`config.mk`:
```
export PLATFORM = sky130hd
export DESIGN_NAME = mem_arbiter
export DESIGN_NICKNAME = d
export VERILOG_FILES = /design/src/rtl/mem_arbiter.sv
export SDC_FILE = /design/constraint.sdc
export NUM_CORES = 1
export LEC_CHECK = 0
export ABC_AREA = 1
export CORE_AREA = 3 3 126 128
export DETAILED_ROUTE_END_ITERATION = 6
export DIE_AREA = 0 0 129 131
export GPL_TIMING_DRIVEN = 0
export PLACE_DENSITY = 0.76
export SYNTH_ARGS = -nofsm -noshare
export SYNTH_HDL_FRONTEND = slang
export SYNTH_SLANG_ARGS = --single-unit
```
`constraint.sdc`:
```
create_clock -name clk -period 2 [get_ports clk]
set_input_delay 0.4 -clock clk [delete_from_list [all_inputs] [get_ports clk]]
set_output_delay 0.4 -clock clk [all_outputs]
set_load 0.01 [all_outputs]
```
`src/rtl/mem_arbiter.sv`:
```
// mem_arbiter: fetch/data port arbiter onto one memory channel; define ARB_STARVE_GUARD_EN to enable the fetch starvation guard
module mem_arbiter #(
    parameter int STARVE_LIMIT = 4
) (
    input  logic        clk,
    input  logic        rst,
    input  logic        i_req,
    input  logic [31:0] i_addr,
    output logic        i_ready,
    output logic [31:0] i_rdata,
    input  logic        d_req,
    input  logic        d_we,
    input  logic [31:0] d_addr,
    input  logic [31:0] d_wdata,
    output logic        d_ready,
    output logic [31:0] d_rdata,
    output logic [31:0] m_address,
    output logic [31:0] m_data_in,
    output logic        m_write_enable,
    output logic        m_valid,
    input  logic        m_data_ready,
    input  logic [31:0] m_data_out,
    output logic [1:0]  grant
);
    typedef enum logic [1:0] {IDLE, GNT_I, GNT_D, RESP} state_t;
    state_t state;
    logic   pick_i;
    if (STARVE_LIMIT < 1 || STARVE_LIMIT > 15) begin : g_bad_limit
        $error("mem_arbiter: STARVE_LIMIT must be in 1..15");
    end
`ifdef ARB_STARVE_GUARD_EN
    logic [3:0] starve_cnt;
    // Fetch wins when alone, or when data has taken the bus STARVE_LIMIT times in a row while fetch waited
    always_comb pick_i = i_req && (!d_req || starve_cnt == 4'(STARVE_LIMIT));
    // Count consecutive data grants that left the fetch port waiting
    always_ff @(posedge clk or negedge rst) begin
        if (!rst)
            starve_cnt <= '0;
        else if (state == IDLE && (i_req || d_req))
            starve_cnt <= (pick_i || !i_req) ? 4'd0 : starve_cnt + 4'd1;
    end
`else
    // Strict data-port priority
    always_comb pick_i = i_req && !d_req;
`endif
    // Arbitrate in IDLE, hold the registered bus request until memory completes, then pulse the owner's ready
    always_ff @(posedge clk or negedge rst) begin
        if (!rst) begin
            state          <= IDLE;
            grant          <= 2'b00;
            m_valid        <= 1'b0;
            m_write_enable <= 1'b0;
            m_address      <= '0;
            m_data_in      <= '0;
            i_ready        <= 1'b0;
            d_ready        <= 1'b0;
            i_rdata        <= '0;
            d_rdata        <= '0;
        end else begin
            case (state)
                IDLE: if (i_req || d_req) begin
                    state          <= pick_i ? GNT_I : GNT_D;
                    grant          <= pick_i ? 2'b01 : 2'b10;
                    m_valid        <= 1'b1;
                    m_address      <= pick_i ? i_addr : d_addr;
                    m_data_in      <= pick_i ? 32'd0 : d_wdata;
                    m_write_enable <= !pick_i && d_we;
                end
                GNT_I, GNT_D: if (m_data_ready) begin
                    state          <= RESP;
                    grant          <= 2'b00;
                    m_valid        <= 1'b0;
                    m_write_enable <= 1'b0;
                    i_ready        <= state == GNT_I;
                    d_ready        <= state == GNT_D;
                    if (state == GNT_I)
                        i_rdata <= m_data_out;
                    else if (!m_write_enable)
                        d_rdata <= m_data_out;
                end
                default: begin
                    state   <= IDLE;
                    i_ready <= 1'b0;
                    d_ready <= 1'b0;
                end
            endcase
        end
    end
endmodule
```
# --- After elaboration in Yosys (flattened, before gate mapping) ---
# Index checks and enable logic that the tools add are counted.
word_totals:
  romBits: 0
  word_cells: 48
  out_inout_bits: 134
  latch_bits: 0
  mem_bits_rw: 0
  register_bits: 136
  memories: 0
classes:
  n_eq_ne: 4
  mux: 17
  add_sub_neg: 0
  div_mod_pow: 0
  n_reduce_logical: 14
  bitwise: 3
  shift: 0
  n_lt_le_gt_ge: 0
  mul: 0
ops:
  columns: ["operator", "count"]
  rows:
  - ["$mux 32", 2]
  - ["$mux 2", 4]
  - ["$pmux 1 s2", 4]
  - ["$pmux 2 s2", 2]
  - ["$reduce_and 2->1", 3]
  - ["$reduce_and 3->1", 2]
  - ["$mux 1", 5]
  - ["$ne 2x2->1 const B", 2]
  - ["$reduce_and 4->1", 1]
  - ["$not 1->1", 3]
  - ["$eq 2x1->1 const B", 1]
  - ["$eq 2x2->1 const B", 1]
  - ["$logic_and 1x1->1", 2]
  - ["$logic_not 1->1", 2]
  - ["$logic_not 2->1", 1]
  - ["$reduce_bool 2->1", 1]
  - ["$reduce_or 2->1", 1]
  - ["$logic_or 1x1->1", 1]

# --- Depth between registers and ports, before layout ---
# Gate-level depths: netlist (run 1).
depth:
  ltp_word: 6
  depth_mapped: 9
  mapped_depth_nobuf: 8

# --- Least setup slack after synthesis (run 1) ---
# OpenSTA, ideal clock, no wires.
synth_path:
  path_type: "register to register"
  start: "register state[0]"
  end: "register state[0]"
  t_arrival_ns: 1.360
  stages_incl_launch_ff: 9
  path_slack_ns: 0.523
  setup_ns: 0.117
  path_cell_list: "dfrtp_1 inv_1 ha_1 nand2_1 nand2_1 nand2_1 inv_1 nand2_1 nand2_1"
synth_via:
  elab_chain_len: 4
synth_rtl:
  columns: ["item", "line_no", "rtl"]
  rows:
  - ["start, declared", "26", "state_t state;"]
  - ["start signal, assigned", "62", "state <= pick_i ? GNT_I : GNT_D;"]
  - ["$eq 2x1->1 or $eq 2x2->1 (tied branches)", "60", "case (state)"]
  - ["$reduce_or 2->1", "60", null]
  - ["$ne 2x2->1 (no source line)", null, null]
  - ["$reduce_and 2->1 (no source line)", null, null]
# Parallel ways exist; a longest one is shown, timed or not.
# A chain may end at the register's enable or synchronous reset.

# --- Worst setup path in the final report (run 1) ---
layout_path:
  start: "register state[0]"
  end: "register d_rdata[15]"
layout_via:
  elab_chain_len: 3
layout_rtl:
  columns: ["item", "line_no", "rtl"]
  rows:
  - ["$eq 2x1->1 or $eq 2x2->1 (tied branches)", "60, 76", null]
  - ["$reduce_or 2->1 or $not 1->1 (tied branches)", null, null]
  - ["$reduce_and 4->1 (no source line) (*)", null, null]
  - ["end signal, assigned", "79", "d_rdata <= m_data_out;"]
  - ["end, declared", "16", "output logic [31:0] d_rdata,"]
# Mark *: on every way between the ends. The rest lies on a longest branch, timed or not.

==> results of run 1 <==
-- worst reg2reg max path, delay by kind of cell (launching register included) --
kind,cells,cell delay [ns]
AOI/OAI and AO/OA,1,0.14
adders and majority gates,1,0.40
buffers and inverters,2,0.48
DFF,1,0.43
and+or+nand+nor,1,0.25
-- cells by family (layout without fill, tap and decap cells) --
family	count (synthesis)	count (layout)	share of synthesized area
AOI/OAI and AO/OA	97	97	0.122
adders and majority gates	5	5	0.0107
buffers and inverters	110	409	0.0809
DFF	136	136	0.581
and+or+nand+nor	300	300	0.205
-- timing repair --
| item | CTS | global route |
|---|---|---|
| hold buffers | 0 | 0 |
| endpoints found under the setup margin | 0 | 14 |
| resized for setup | 0 | 6 |
-- layout make-up --
class / instances / area, sq um / area share
multi-input combinational: 402 / 1980 / 0.210
tap: 188 / 235 / 0.0250
clock inverter: 11 / 169 / 0.0179
inverter: 74 / 278 / 0.0295
sequential: 136 / 3400 / 0.361
buffer: 36 / 200 / 0.0212
timing repair buffer: 267 / 2690 / 0.285
clock buffer: 21 / 470 / 0.0499
-- report_power, final --
part           total (mW)  internal [mW]  leakage [nW]  switching [mW]
Sequential           4.75           4.04          1.70           0.715
Combinational        6.44           3.24          2.63            3.20
Clock                3.38           2.19         0.313            1.19
Total                14.6           9.47          4.65            5.11
-- worst paths after layout --
kind	startpoint	end	slack, ns	cells after the start
max reg2reg	state[0]	d_rdata[15]	0.16	5
max in group asynchronous	rst	m_address[16]	1.24	2
max	state[0]	d_rdata[15]	0.16	5
min	rst	d_rdata[9]	-0.02	1
min reg2reg	m_data_in[18]	m_data_in[18]	0.47	2
min in group clk	d_req	m_data_in[1]	0.33	3
-- flip-flops by register name, summed over array words and instances, names as in the netlist --
register,cells
d_rdata,32
i_rdata,32
m_address,32
m_data_in,32
grant,2
state,2
d_ready,1
i_ready,1
m_valid,1
m_write_enable,1
-- routing by layer --
layer,vias up,track usage,part of all wire
met1,2530,0.257,0.41
met2,208,0.359,0.48
met5,-,0,0
li1,2618,-,-
met3,15,0.0951,0.099
met4,0,0.0537,0.0098
-- through the flow --
stage               cell area [sq um]  instances
finish                           9430       1135
floorplan                        5860        648
global placement                 8760       1102
global route                     9430       1135
detailed placement               8780       1103
CTS                              9420       1135
-- placed cells by master, fill, tap and decap left out --
master             n
clkdlybuf4s50_1  265
nand2_1          251
dfrtp_1          136
inv_1             71
o21ai_0           64
nand3_1           42
o211ai_2          30
clkbuf_16         17
clkbuf_1          15
buf_2             10
buf_4              5
buf_6              5
ha_1               5
bufinv_16          4
nor2_1             3
clkbuf_2           3
inv_2              3
clkinv_2           3
clkbuf_8           3
nor2_4             2
o211ai_1           2
clkinv_4           2
nand3_2            1
nand2_2            1
a21oi_1            1
inv_6              1
clkinvlp_4         1
buf_16             1
==> reports/results.tsv, run 1 <==
stage	metric	value	unit
cts	tritoncts	done	
critical_path	worst-path-buf-inv	2	
die	io_pins	268	
die	rows	45	
logic_synthesis	yosysSeqAreaShare	0.581	
cts	cts_root_buf	clkbuf_16	
critical_path	cp_cell_sequence	inv_1 > ha_1 > nand3_2 > clkbuf_1 > o21ai_0	
finish	drive_above_1_share	0.0971	
logic_synthesis	synth_area_leaders	dfrtp_1, nand2_1, o211ai_2	
timing	setup_viol	0	
timing	relSlewSlack	0.553	
min_path	hp-class	in2async	
critical_path	arrival	2.12	ns
power	power.total	14.6	mW
critical_path	cp_data_required_time	2.28	ns
global_route	overflow	0	
critical_path	cp-start-kind	flip-flop	
die	initial_core_util	0.391	
cts	cts_buffers	17	
timing	timing.fmax	542	MHz
routing	drc	0	
cts	clock_latency	0.42	ns
power	p_per_area	1550	nW/um^2
logic_synthesis	synthCells	648	
critical_path	timing.critical_path.fanout_max	10	
finish	antenna_cells	0	
routing	drt_iter0_drc	207	
timing	final-hold-violation-count	8	
routing	drtPass1Iterations	4	
global_route	grt_pass1_wl	28.3	mm
job	cap_violations	0	
timing	report.final.slew_viol_count	0	
place	io_buffers	266	
timing	fin_crit_sh	0.922	
place	place_congestion	0.834	
cts	cts_setup_buffers	0	
routing	antenna_left	0	
place	dpl.hpwl	13.5	mm
routing	vias	5371	
timing	period_needed	1.84	ns
cts	clock-sinks	136	
logic_synthesis	yosys.cell_types.count	18	
routing	routedWlPerCell	16.0	um
timing	rsz0062_at_grt	false	
critical_path	cpPeakStageDelay	0.43	ns
logic_synthesis	ys_ff_latch	136	
finish	final_nets	1073	
global_route	antenna_found_initial	0	
timing	finClkSkew	0.0121	ns
critical_path	end_kind	flip-flop	
place	pre_cts_ws	0.0274	ns
run_status	violations	hold timing	
critical_path	setup.worst_path.class	reg2reg	
global_route	grt_pass1_vias	5355	
die	die_h	131	um
critical_path	cp_top_family	buffers and inverters	
timing	worstMarginPinSlew	0.670	ns
finish	area_delta_synth_final	60.9	%
timing	tns	0	ns
die	die_width	129	um
cts	path_clk_slew	0.06	ns
logic_synthesis	ys_warn_count	0	
timing	worst_slack	0.156	ns
die	core	15000	sq um
logic_synthesis	synth_common_cells	nand2_1, dfrtp_1, inv_1	
power	peakVddDrop	0.929	mV
logic_synthesis	synth_top_area_cell	dfrtp_1	
logic_synthesis	synth_area_per_cell	9.04	sq um
global_route	grt_use_total	0.215	
critical_path	cp_slowest_cell	dfrtp_1	
finish	fill_cells	1280	
cts	cts.path.max_buffers	2	
logic_synthesis	yosysMostFrequentCell	nand2_1	
global_route	grt_max_degree	72	
logic_synthesis	synth-async-reset-ratio	1.00	
routing	vias_per_cell	4.73	
logic_synthesis	synth_top_area_share	0.581	
logic_synthesis	synth_edf_count	0	
logic_synthesis	syn_area	5860	sq um
routing	wl	18.1	mm
logic_synthesis	synth_nets	787	
run_status	outcome	finished with violations	
power	power_leakage	4.65	nW
logic_synthesis	synth_ff_type	dfrtp_1	
cts	cts_max_level	4	
die	dieArea	16900	sq um
timing	timing.hold.ws	-0.0173	ns
finish	fin_util	0.629	
(Power assumes the default switching activity.)
==> inputs of run 2 (changes only) <==
--- a/config.mk
+++ b/config.mk
@@ -6,9 +6,9 @@
 export NUM_CORES = 1
 export LEC_CHECK = 0
 export ABC_AREA = 1
-export CORE_AREA = 3 3 126 128
+export CORE_AREA = 2 2 125 127
 export DETAILED_ROUTE_END_ITERATION = 6
-export DIE_AREA = 0 0 129 131
+export DIE_AREA = 0 0 127 129
 export GPL_TIMING_DRIVEN = 0
 export PLACE_DENSITY = 0.76
 export SYNTH_ARGS = -nofsm -noshare
==> reports/results.tsv, run 2 (same netlist as run 1, synthesis figures left out) <==
stage	metric	value	unit
routing	wl	17.3	mm
critical_path	cp-start-kind	flip-flop	
routing	antenna_left	0	
timing	relSlewSlack	0.651	
power	power_leakage	4.60	nW
run_status	outcome	finished clean	
critical_path	cp_data_required_time	2.27	ns
global_route	antenna_found_initial	0	
critical_path	end_kind	flip-flop	
routing	drt-met1-wl	7.10	mm
critical_path	r2r_setup_slack	0.17	ns
routing	vias_per_cell	4.63	
timing	worstMarginPinSlew	0.523	ns
timing	period_needed	1.83	ns
cts	clock_latency	0.41	ns
finish	final_area	9360	sq um
timing	timing.fmax	546	MHz
finish	layout_commonest_cell	clkdlybuf4s50_1	
critical_path	setup.worst_path.class	reg2reg	
cts	cts_max_level	4	
cts	clock-sinks	136	
cts	cts.path.max_buffers	2	
timing	final-hold-violation-count	0	
routing	routed.top_layer	met4	
critical_path	arrival	2.10	ns
timing	rsz0062_at_grt	false	
routing	drc	0	
global_route	overflow	0	
cts	path_clk_slew	0.06	ns
finish	fill_cells	1276	
min_path	hp-class	in2reg	
cts	cts_root_buf	clkbuf_16	
finish	drive_above_1_share	0.0918	
place	io_buffers	266	
timing	worst_slack	0.167	ns
die	initial_core_util	0.391	
power	peakVddDrop	0.904	mV
timing	finClkSkew	0.00498	ns
timing	report.final.slew_viol_count	0	
finish	antenna_cells	0	
job	cap_violations	0	
place	place_area	8780	sq um
die	rows	45	
routing	vias	5255	
routing	wl_met2	7.98	mm
power	p_per_area	1510	nW/um^2
finish	area_delta_synth_final	59.7	%
finish	final_nets	1074	
routing	routedWlPerCell	15.2	um
global_route	grt_pass1_vias	5234	
timing	fin_crit_sh	0.916	
die	io_pins	268	
timing	setup_viol	0	
place	place_congestion	0.824	
critical_path	timing.critical_path.fanout_max	10	
die	core	15000	sq um
place	dpl.hpwl	12.7	mm
place	pre_cts_ws	0.0512	ns
cts	cts_buffers	17	
cts	cts_setup_buffers	0	
global_route	grt_pass1_wl	27.3	mm
die	die_width	127	um
global_route	grt_use_total	0.214	
routing	drt_iter0_drc	195	
global_route	grt_max_degree	88	
routing	drtPass1Iterations	4	
die	die_h	129	um
finish	final_cell_mix	clkdlybuf4s50_1, nand2_1, dfrtp_1	
die	dieArea	16400	sq um
cts	tritoncts	done	
routing	wl_met3	1.94	mm
run 2: changes by cell type in the layout (fill, tap and decap cells not counted):
cell / previous run / this run
dlygate4sd3_1: 0 / 1
clkbuf_8: 3 / 1
clkinvlp_4: 1 / 2
clkbuf_1: 15 / 20
clkinv_4: 2 / 0
clkinv_2: 3 / 5
clkbuf_2: 3 / 2
inv_6: 1 / 0
bufinv_16: 4 / 2
run 2: routing by layer:
| layer | vias up | track usage |
|---|---|---|
| met3 | 19 | 0.101 |
| li1 | 2615 | - |
| met1 | 2414 | 0.252 |
| met4 | 0 | 0.0743 |
| met5 | - | 0 |
| met2 | 207 | 0.347 |
run 2: what timing repair did:
item                                   in CTS  in global routing
resized for setup                           0                  4
hold buffers                                1                  0
endpoints found under the hold margin      49                  0
setup endpoints to repair                   0                  7
run 2: through the flow:
| step | total power [mW] | hold WS (ns) | setup TNS (ns) | instances | util |
|---|---|---|---|---|---|
| after floorplan | 7.56 | 0.104 | 0 | 648 | - |
| after global placement | 11.1 | 0.453 | -679.18 | 1102 | 0.585 |
| after detailed placement | 11.2 | 0.374 | 0 | 1103 | 0.587 |
| after CTS | 14.3 | 0.313 | 0 | 1136 | 0.624 |
| after global routing | 15.1 | 0.339 | 0 | 1136 | 0.625 |
| final | 14.1 | 0.329 | 0 | 1136 | 0.625 |
run 2: critical path, stage by stage (launching register included):
cell      delay (ns)
dfrtp_1         0.43
inv_1           0.09
ha_1            0.42
nand3_2         0.28
clkbuf_2        0.30
nand2_1         0.09
o21ai_0         0.09
run 2: cell type report:
class,instances,area [sq um],area share
Buffer,36,199,0.0213
Clock buffer,23,458,0.0490
Clock inverter,9,100,0.0107
Inverter,74,278,0.0297
Multi-Input combinational cell,402,1980,0.212
Sequential cell,136,3400,0.364
Tap cell,188,235,0.0251
Timing Repair Buffer,268,2700,0.289
run 2: worst paths after layout:
kind	from	to	depth (start not counted)
worst min register to register	m_data_in[4]	m_data_in[4]	2
worst max register to register	state[0]	d_rdata[29]	6
min in group asynchronous	rst	d_rdata[9]	2
worst max-delay path	state[0]	d_rdata[29]	6
worst min-delay path	d_req	m_data_in[0]	3
max in group asynchronous	rst	m_address[8]	3
run 2: power breakdown:
group | internal, mW | switching (mW) | leakage, nW
sequential | 4.04 | 0.702 | 1.70
combinational | 3.24 | 3.17 | 2.63
clock | 1.86 | 1.13 | 0.271
total | 9.13 | 5.00 | 4.60
